`src/rtl/servo_pkg.sv`:
```
// Shared types and angle constants for the pick/place servo sequencer.
package servo_pkg;

  typedef enum logic [2:0] {
    S_IDLE,
    S_BASE,
    S_ARM,
    S_GRIP,
    S_HOME,
    S_DONE
  } state_e;

  localparam int ANG_W = 8;

  localparam logic [1:0] LEFT  = 2'b01;
  localparam logic [1:0] RIGHT = 2'b10;

  localparam logic [ANG_W-1:0] HOME_ANG   = 8'd90;
  localparam logic [ANG_W-1:0] GRIP_OPEN  = 8'd45;
  localparam logic [ANG_W-1:0] GRIP_CLOSE = 8'd135;
  localparam logic [ANG_W-1:0] BASE_L     = 8'd45;
  localparam logic [ANG_W-1:0] BASE_R     = 8'd135;
  localparam logic [ANG_W-1:0] ANG_MAX    = 8'd180;

endpackage

```
`src/rtl/servo_ramp_ch.sv`:
```
// One servo channel: target register, per-frame slew limiter and PWM compare.
module servo_ramp_ch
  import servo_pkg::*;
#(
  parameter int               FCW         = 20,
  parameter int               MIN_CYC     = 50000,
  parameter int               CYC_PER_DEG = 277,
  parameter int               STEP_DEG    = 5,
  parameter logic [ANG_W-1:0] HOME        = HOME_ANG
) (
  input  logic             clk,
  input  logic             reset,
  input  logic [FCW-1:0]   frame_cnt,
  input  logic             frame_wrap,
  input  logic             tgt_we,
  input  logic [ANG_W-1:0] tgt_in,
  output logic             arrived,
  output logic             pwm
);

  localparam logic [ANG_W-1:0] STEP = ANG_W'(STEP_DEG);

  logic [ANG_W-1:0] cur_q, cur_d, tgt_q, tgt_d;
  logic             pwm_q, pwm_d;

  always_comb begin
    tgt_d = tgt_q;
    if (tgt_we) tgt_d = (tgt_in > ANG_MAX) ? ANG_MAX : tgt_in;

    // cur only moves at the frame boundary so a pulse never changes mid-frame
    cur_d = cur_q;
    if (frame_wrap) begin
      if (tgt_q >= cur_q) cur_d = ((tgt_q - cur_q) <= STEP) ? tgt_q : cur_q + STEP;
      else                cur_d = ((cur_q - tgt_q) <= STEP) ? tgt_q : cur_q - STEP;
    end

    pwm_d = 32'(frame_cnt) < (32'(MIN_CYC) + 32'(cur_q) * 32'(CYC_PER_DEG));
  end

  always_ff @(posedge clk) begin
    if (!reset) begin
      cur_q <= HOME;
      tgt_q <= HOME;
      pwm_q <= 1'b0;
    end else begin
      cur_q <= cur_d;
      tgt_q <= tgt_d;
      pwm_q <= pwm_d;
    end
  end

  assign arrived = (cur_q == tgt_q);
  assign pwm     = pwm_q;

endmodule

```
`src/rtl/servo_seq_ctrl.sv`:
```
// Multi-channel servo sequencer: shared frame counter, settle counter and
// the base -> arm -> gripper -> home step FSM driving N_CH ramp channels.
module servo_seq_ctrl
  import servo_pkg::*;
#(
  parameter int CLK_HZ        = 50_000_000,
  parameter int PWM_HZ        = 50,
  parameter int N_CH          = 5,
  parameter int MIN_US        = 1000,
  parameter int MAX_US        = 2000,
  parameter int STEP_DEG      = 5,
  parameter int SETTLE_FRAMES = 25,
  parameter int ARM_BASE      = 90,
  parameter int ARM_STEP      = 45,
  localparam int BIN_W        = (N_CH - 2 > 1) ? $clog2(N_CH - 2) : 1
) (
  input  logic             clk,
  input  logic             reset,
  input  logic             start,
  input  logic             abort,
  input  logic [1:0]       ir_side,
  input  logic [BIN_W-1:0] bin,
  output logic             busy,
  output logic             done,
  output logic             fault,
  output logic [N_CH-1:0]  pwm_out
);

  localparam int FRAME_CYC   = CLK_HZ / PWM_HZ;
  localparam int FCW         = $clog2(FRAME_CYC);
  localparam int MIN_CYC     = int'((longint'(MIN_US) * longint'(CLK_HZ)) / 64'd1_000_000);
  localparam int CYC_PER_DEG = (MAX_US - MIN_US) * (CLK_HZ / 1_000_000) / 180;
  localparam int SW          = $clog2(SETTLE_FRAMES + 1);

  state_e           state_q, state_d;
  logic [FCW-1:0]   frame_cnt_q, frame_cnt_d;
  logic [SW-1:0]    settle_q, settle_d;
  logic [1:0]       side_q, side_d;
  logic [BIN_W-1:0] bin_q, bin_d;
  logic             fault_q, fault_d;

  logic                             frame_wrap, all_arrived, step_done;
  logic [N_CH-1:0]                  arrived, tgt_we;
  logic [N_CH-1:0][ANG_W-1:0]       tgt_val;
  logic [31:0]                      arm_sum;
  logic [ANG_W-1:0]                 arm_a;

  assign frame_wrap  = (frame_cnt_q == FCW'(FRAME_CYC - 1));
  assign frame_cnt_d = frame_wrap ? '0 : frame_cnt_q + FCW'(1);
  assign all_arrived = &arrived;
  // exit on the SETTLE_FRAMES-th wrap seen with every channel at target
  assign step_done   = frame_wrap && all_arrived && (settle_q == SW'(SETTLE_FRAMES - 1));

  assign arm_sum = 32'(ARM_BASE) + 32'(bin_q) * 32'(ARM_STEP);
  assign arm_a   = (arm_sum > 32'(ANG_MAX)) ? ANG_MAX : arm_sum[ANG_W-1:0];

  always_comb begin
    state_d  = state_q;
    settle_d = settle_q;
    side_d   = side_q;
    bin_d    = bin_q;
    fault_d  = 1'b0;
    tgt_we   = '0;
    tgt_val  = '0;

    case (state_q)
      S_IDLE: if (start) begin
        if ((ir_side == LEFT || ir_side == RIGHT) && int'(bin) < N_CH - 2) begin
          state_d = S_BASE;
          side_d  = ir_side;
          bin_d   = bin;
        end else begin
          fault_d = 1'b1;
        end
      end
      S_BASE: if (abort) state_d = S_HOME; else if (step_done) state_d = S_ARM;
      S_ARM:  if (abort) state_d = S_HOME; else if (step_done) state_d = S_GRIP;
      S_GRIP: if (abort || step_done) state_d = S_HOME;
      S_HOME: if (step_done) state_d = S_DONE;
      S_DONE: state_d = S_IDLE;
      default: state_d = S_IDLE;
    endcase

    if (state_d != state_q) settle_d = '0;
    else if (frame_wrap)    settle_d = all_arrived ? settle_q + SW'(1) : '0;

    // targets are loaded on the same edge the new state is entered
    if (state_d != state_q) begin
      for (int i = 0; i < N_CH; i++) begin
        case (state_d)
          S_BASE: if (i == 0) begin
            tgt_we[i]  = 1'b1;
            tgt_val[i] = (side_d == RIGHT) ? BASE_R : BASE_L;
          end
          S_ARM: if (i == 1) begin
            tgt_we[i]  = 1'b1;
            tgt_val[i] = (side_q == LEFT) ? arm_a : ANG_MAX - arm_a;
          end
          S_GRIP: if (i >= 2 && (i - 2) == int'(bin_q)) begin
            tgt_we[i]  = 1'b1;
            tgt_val[i] = GRIP_CLOSE;
          end
          S_HOME: begin
            tgt_we[i]  = 1'b1;
            tgt_val[i] = (i < 2) ? HOME_ANG : GRIP_OPEN;
          end
          default: ;
        endcase
      end
    end
  end

  always_ff @(posedge clk) begin
    if (!reset) begin
      state_q     <= S_IDLE;
      frame_cnt_q <= '0;
      settle_q    <= '0;
      side_q      <= '0;
      bin_q       <= '0;
      fault_q     <= 1'b0;
    end else begin
      state_q     <= state_d;
      frame_cnt_q <= frame_cnt_d;
      settle_q    <= settle_d;
      side_q      <= side_d;
      bin_q       <= bin_d;
      fault_q     <= fault_d;
    end
  end

  assign busy  = (state_q == S_BASE) || (state_q == S_ARM) ||
                 (state_q == S_GRIP) || (state_q == S_HOME);
  assign done  = (state_q == S_DONE);
  assign fault = fault_q;

  for (genvar g = 0; g < N_CH; g++) begin : g_ch
    servo_ramp_ch #(
      .FCW         (FCW),
      .MIN_CYC     (MIN_CYC),
      .CYC_PER_DEG (CYC_PER_DEG),
      .STEP_DEG    (STEP_DEG),
      .HOME        ((g < 2) ? HOME_ANG : GRIP_OPEN)
    ) u_ch (
      .clk        (clk),
      .reset      (reset),
      .frame_cnt  (frame_cnt_q),
      .frame_wrap (frame_wrap),
      .tgt_we     (tgt_we[g]),
      .tgt_in     (tgt_val[g]),
      .arrived    (arrived[g]),
      .pwm        (pwm_out[g])
    );
  end

endmodule

```
`config.mk`:
```
export PLATFORM = sky130hd
export DESIGN_NAME = servo_seq_ctrl
export DESIGN_NICKNAME = d
export VERILOG_FILES = /design/src/rtl/servo_pkg.sv /design/src/rtl/servo_ramp_ch.sv /design/src/rtl/servo_seq_ctrl.sv
export SDC_FILE = /design/constraint.sdc
export NUM_CORES = 1
export LEC_CHECK = 0
export BUFFER_PORTS_ARGS = -buffer_cell sky130_fd_sc_hd__buf_2
export CAP_MARGIN = 0
export CORE_MARGIN = 2
export CORE_UTILIZATION = 50
export CTS_CLUSTER_SIZE = 40
export DETAILED_ROUTE_END_ITERATION = 10
export PLACE_DENSITY = 0.8
export SLEW_MARGIN = 25
export SYNTH_ARGS = -nofsm -noshare
export SYNTH_HDL_FRONTEND = slang
export SYNTH_SLANG_ARGS = --single-unit
```
`constraint.sdc`:
```
create_clock -name clk -period 4.85 [get_ports clk]
set_input_delay 0 -clock clk [delete_from_list [all_inputs] [get_ports clk]]
set_output_delay 0 -clock clk [all_outputs]
set_load 0.005 [all_outputs]
```
==> impl_metrics.json <==
{
  "insertion_delay_ps": 370,
  "antenna_found_initial": 0,
  "vdd_drop_max_v": 0.000216,
  "avgViaCountPerCell": 6.22,
  "die_area_sq_mm": 0.0337,
  "drv_slew": 0,
  "hpwl_um": 33900,
  "gr-total-overflow": 0,
  "rows": 65,
  "grt_max_degree": 34,
  "cp.arrival_ps": 4880,
  "core-area_sq_mm": 0.0316,
  "synth-async-reset-ratio_pct": 0,
  "cts_buffer_depth": 2,
  "die_h_um": 184,
  "htree_levels": 3,
  "drv_cap": 0,
  "synth-seq-cells": 103,
  "initial_core_util_pct": 51.0,
  "grt_pass1_wl_um": 72500,
  "clock_skew_ps": 14.6,
  "drive_above_1_share_pct": 8.76,
  "ys_seq_area_share_pct": 12.8,
  "worstSetupStartpointType": "flip-flop",
  "powerDensity_mw_per_mm2": 113,
  "wire_per_inst_um": 18.0,
  "synth_area_per_cell_sq_um": 8.13,
  "drc": 0,
  "cts_root_buf": "clkbuf_16",
  "areaGrowthSynthToFinish_pct": 7.73,
  "slowest_delay_ps": 480,
  "power_leakage_nw": 8.11,
  "min_period_ps": 4630,
  "crit_type": "reg2reg",
  "synthesis.area_sq_mm": 0.0161,
  "dr.pass1.iters": 5,
  "wl_um": 43700,
  "yosys_warnings": 0,
  "drt_iter0_drc": 1164,
  "rsz0062_at_grt": "yes",
  "syn_inst": 1984,
  "grt_pass1_vias": 15000,
  "finalPower_mw": 1.96,
  "path_common_cell": "ha_1",
  "status": "completed",
  "cp.required_ps": 5100,
  "cts_tree": "yes",
  "hold_violations": 0,
  "fmax_mhz": 216,
  "diodes": 0,
  "ys_types": 93,
  "synthesis.nets": 2393,
  "finalCritPeriodShare_pct": 95.5,
  "cp_max_fo": 4,
  "min_path_cells": 4,
  "io_pins": 16,
  "grt.total_usage_pct": 26.1,
  "crit_chain": "ha_1 -> ha_1 -> inv_1 -> fa_1 -> inv_1 -> ha_1 -> ha_1 -> a21o_1 -> a21o_1 -> a21oi_1 -> o21ai_0 -> a41oi_1 -> a21oi_2 -> a21oi_1 -> a31oi_1 -> ha_1 -> o211ai_1 -> a211o_1 -> a31oi_1 -> a2111oi_2 -> o31a_1",
  "pre_cts_ws_ps": -68.6,
  "fp.dieW_um": 184,
  "final_common_cell": "ha_1",
  "nets": 2425,
  "vias": 15100,
  "end_kind": "flip-flop",
  "tightest_slew_ps": 1020,
  "portBuffers": 15,
  "path_clk_slew_ps": 80,
  "layout_common_cells": "340 x ha_1, 220 x inv_1, 137 x a21oi_1, 127 x nor2_1, 101 x nand2_1",
  "cpMaxStageDelayCell": "fa_1",
  "clock-sinks": 103,
  "synth_flop_cell": "dfxtp_1",
  "gp_routability_congestion": 0.991,
  "postRouteAntennaNets": 0,
  "synth_edf_count": 0,
  "cts_buffers": 9,
  "setup_viol_count_final": 0,
  "relSlewSlack_pct": 31.9,
  "reg2regPathDepth": 21,
  "worstHoldPathType": "in2reg",
  "worst_slack_ps": 217
}
cells in the mapped netlist (all sizes together), types with 8 or more instances:
| cell type | count | share of area [%] |
|---|---|---|
| and3 | 12 | 0.47 |
| inv | 222 | 5.2 |
| o21bai | 14 | 0.72 |
| and2 | 8 | 0.31 |
| a21boi | 9 | 0.44 |
| or3 | 19 | 0.74 |
| a221oi | 9 | 0.60 |
| mux2i | 13 | 0.81 |
| xnor2 | 64 | 3.5 |
| nand4 | 29 | 1.1 |
| nand3b | 10 | 0.47 |
| o211ai | 18 | 0.84 |
| nor3 | 45 | 1.4 |
| a211oi | 15 | 0.73 |
| o21ai | 105 | 3.3 |
| o22ai | 10 | 0.39 |
| nand2 | 102 | 2.4 |
| o221ai | 14 | 0.76 |
| xor2 | 50 | 2.7 |
| ha | 341 | 26 |
| clkbuf | 37 | 0.88 |
| nand3 | 47 | 1.5 |
| mux2 | 11 | 0.79 |
| nor2 | 131 | 3.1 |
| buf | 26 | 0.95 |
| a21oi | 140 | 4.3 |
| a211o | 13 | 0.71 |
| or2 | 17 | 0.66 |
| a21o | 33 | 1.5 |
| dfxtp | 103 | 13 |
| nor2b | 35 | 1.4 |
| o31a | 11 | 0.60 |
| nor4 | 15 | 0.66 |
| fa | 60 | 7.4 |
| nand2b | 32 | 1.2 |
| a31oi | 38 | 1.5 |
| o21a | 23 | 1.1 |
| a2111oi | 8 | 0.47 |
critical path, delay by kind of cell, from the launching register on:
| kind | cells | cell delay, ps |
|---|---|---|
| compound gates | 13 | 2180 |
| fa+ha+maj | 6 | 1920 |
| buf+inv | 2 | 90 |
| flops | 1 | 350 |
logic make-up after synthesis:
group | Yosys count | synth area share (%)
AO/OA/AOI/OAI | 527 | 21.7
adder cells (fa/ha/maj) | 401 | 33.9
AND/OR/NAND/NOR | 527 | 16.7
buffers and inverters | 288 | 7.07
XOR/XNOR | 114 | 6.19
multiplexers | 24 | 1.60
flip-flops | 103 | 12.8
where the power goes:
group / switching, mW / internal [mW] / total (mW)
combinational: 0.203 / 0.134 / 0.337
clock: 0.380 / 0.363 / 0.744
sequential: 0.0224 / 0.859 / 0.881
metal layers:
metal / wire [um] / vias to the layer above / global-route usage [%]
li1: - / 7194 / -
met1: 18400 / 7175 / 33.0
met2: 20900 / 580 / 45.5
met3: 2940 / 129 / 3.15
met4: 1510 / 0 / 9.60
met5: 0 / - / 0
state kept, by name, indices dropped and copies added (netlist names):
signal and flops:
bin_q 2, fault 1, frame_cnt_q 20, g_ch.u_ch.cur_q 40, g_ch.u_ch.pwm 5, g_ch.u_ch.tgt_q 25, settle_q 5, side_q 2
state_q 3
metrics by stage:
stage	TNS [ps]	hold WS, ps	cell area, sq um	utilization, %	instances
3_5_place_dp	-68.6	260	16900	53.4	2401
3_3_place_gp	0	259	16900	53.4	2401
5_1_grt	-166	28.7	17400	54.9	2423
6_report	0	2.15	17400	54.9	2423
4_1_cts	0	0.865	17200	54.5	2421
2_1_floorplan	0	136	16100	-	1984
repair_timing:
item	in CTS	in global routing
pin swaps	0	15
gates resized for setup	1	39
endpoints found under the hold margin	4	0
endpoints found under the setup margin	1	5
hold buffers	4	0
buffers inserted	0	2
path summary, 6_finish.rpt:
| kind | startpoint | endpoint | slack, ps |
|---|---|---|---|
| hold / removal | abort | state_q[0] | 2 |
| hold reg to reg | side_q[1] | side_q[1] | 460 |
| setup / recovery | g_ch[4].u_ch.cur_q[2] | g_ch[4].u_ch.pwm | 220 |
| setup reg to reg | g_ch[4].u_ch.cur_q[2] | g_ch[4].u_ch.pwm | 220 |
cell type report:
cell class              count  area, sq um
multi-input cells        1593        13100
flip-flops and latches    103         2070
repair buffers             84          607
well taps                 402          503
fillers                  2815        14300
clock inverters             6         62.6
clock buffers              10          229
inverters                 225          845
Power figures use the tool's default switching activity.
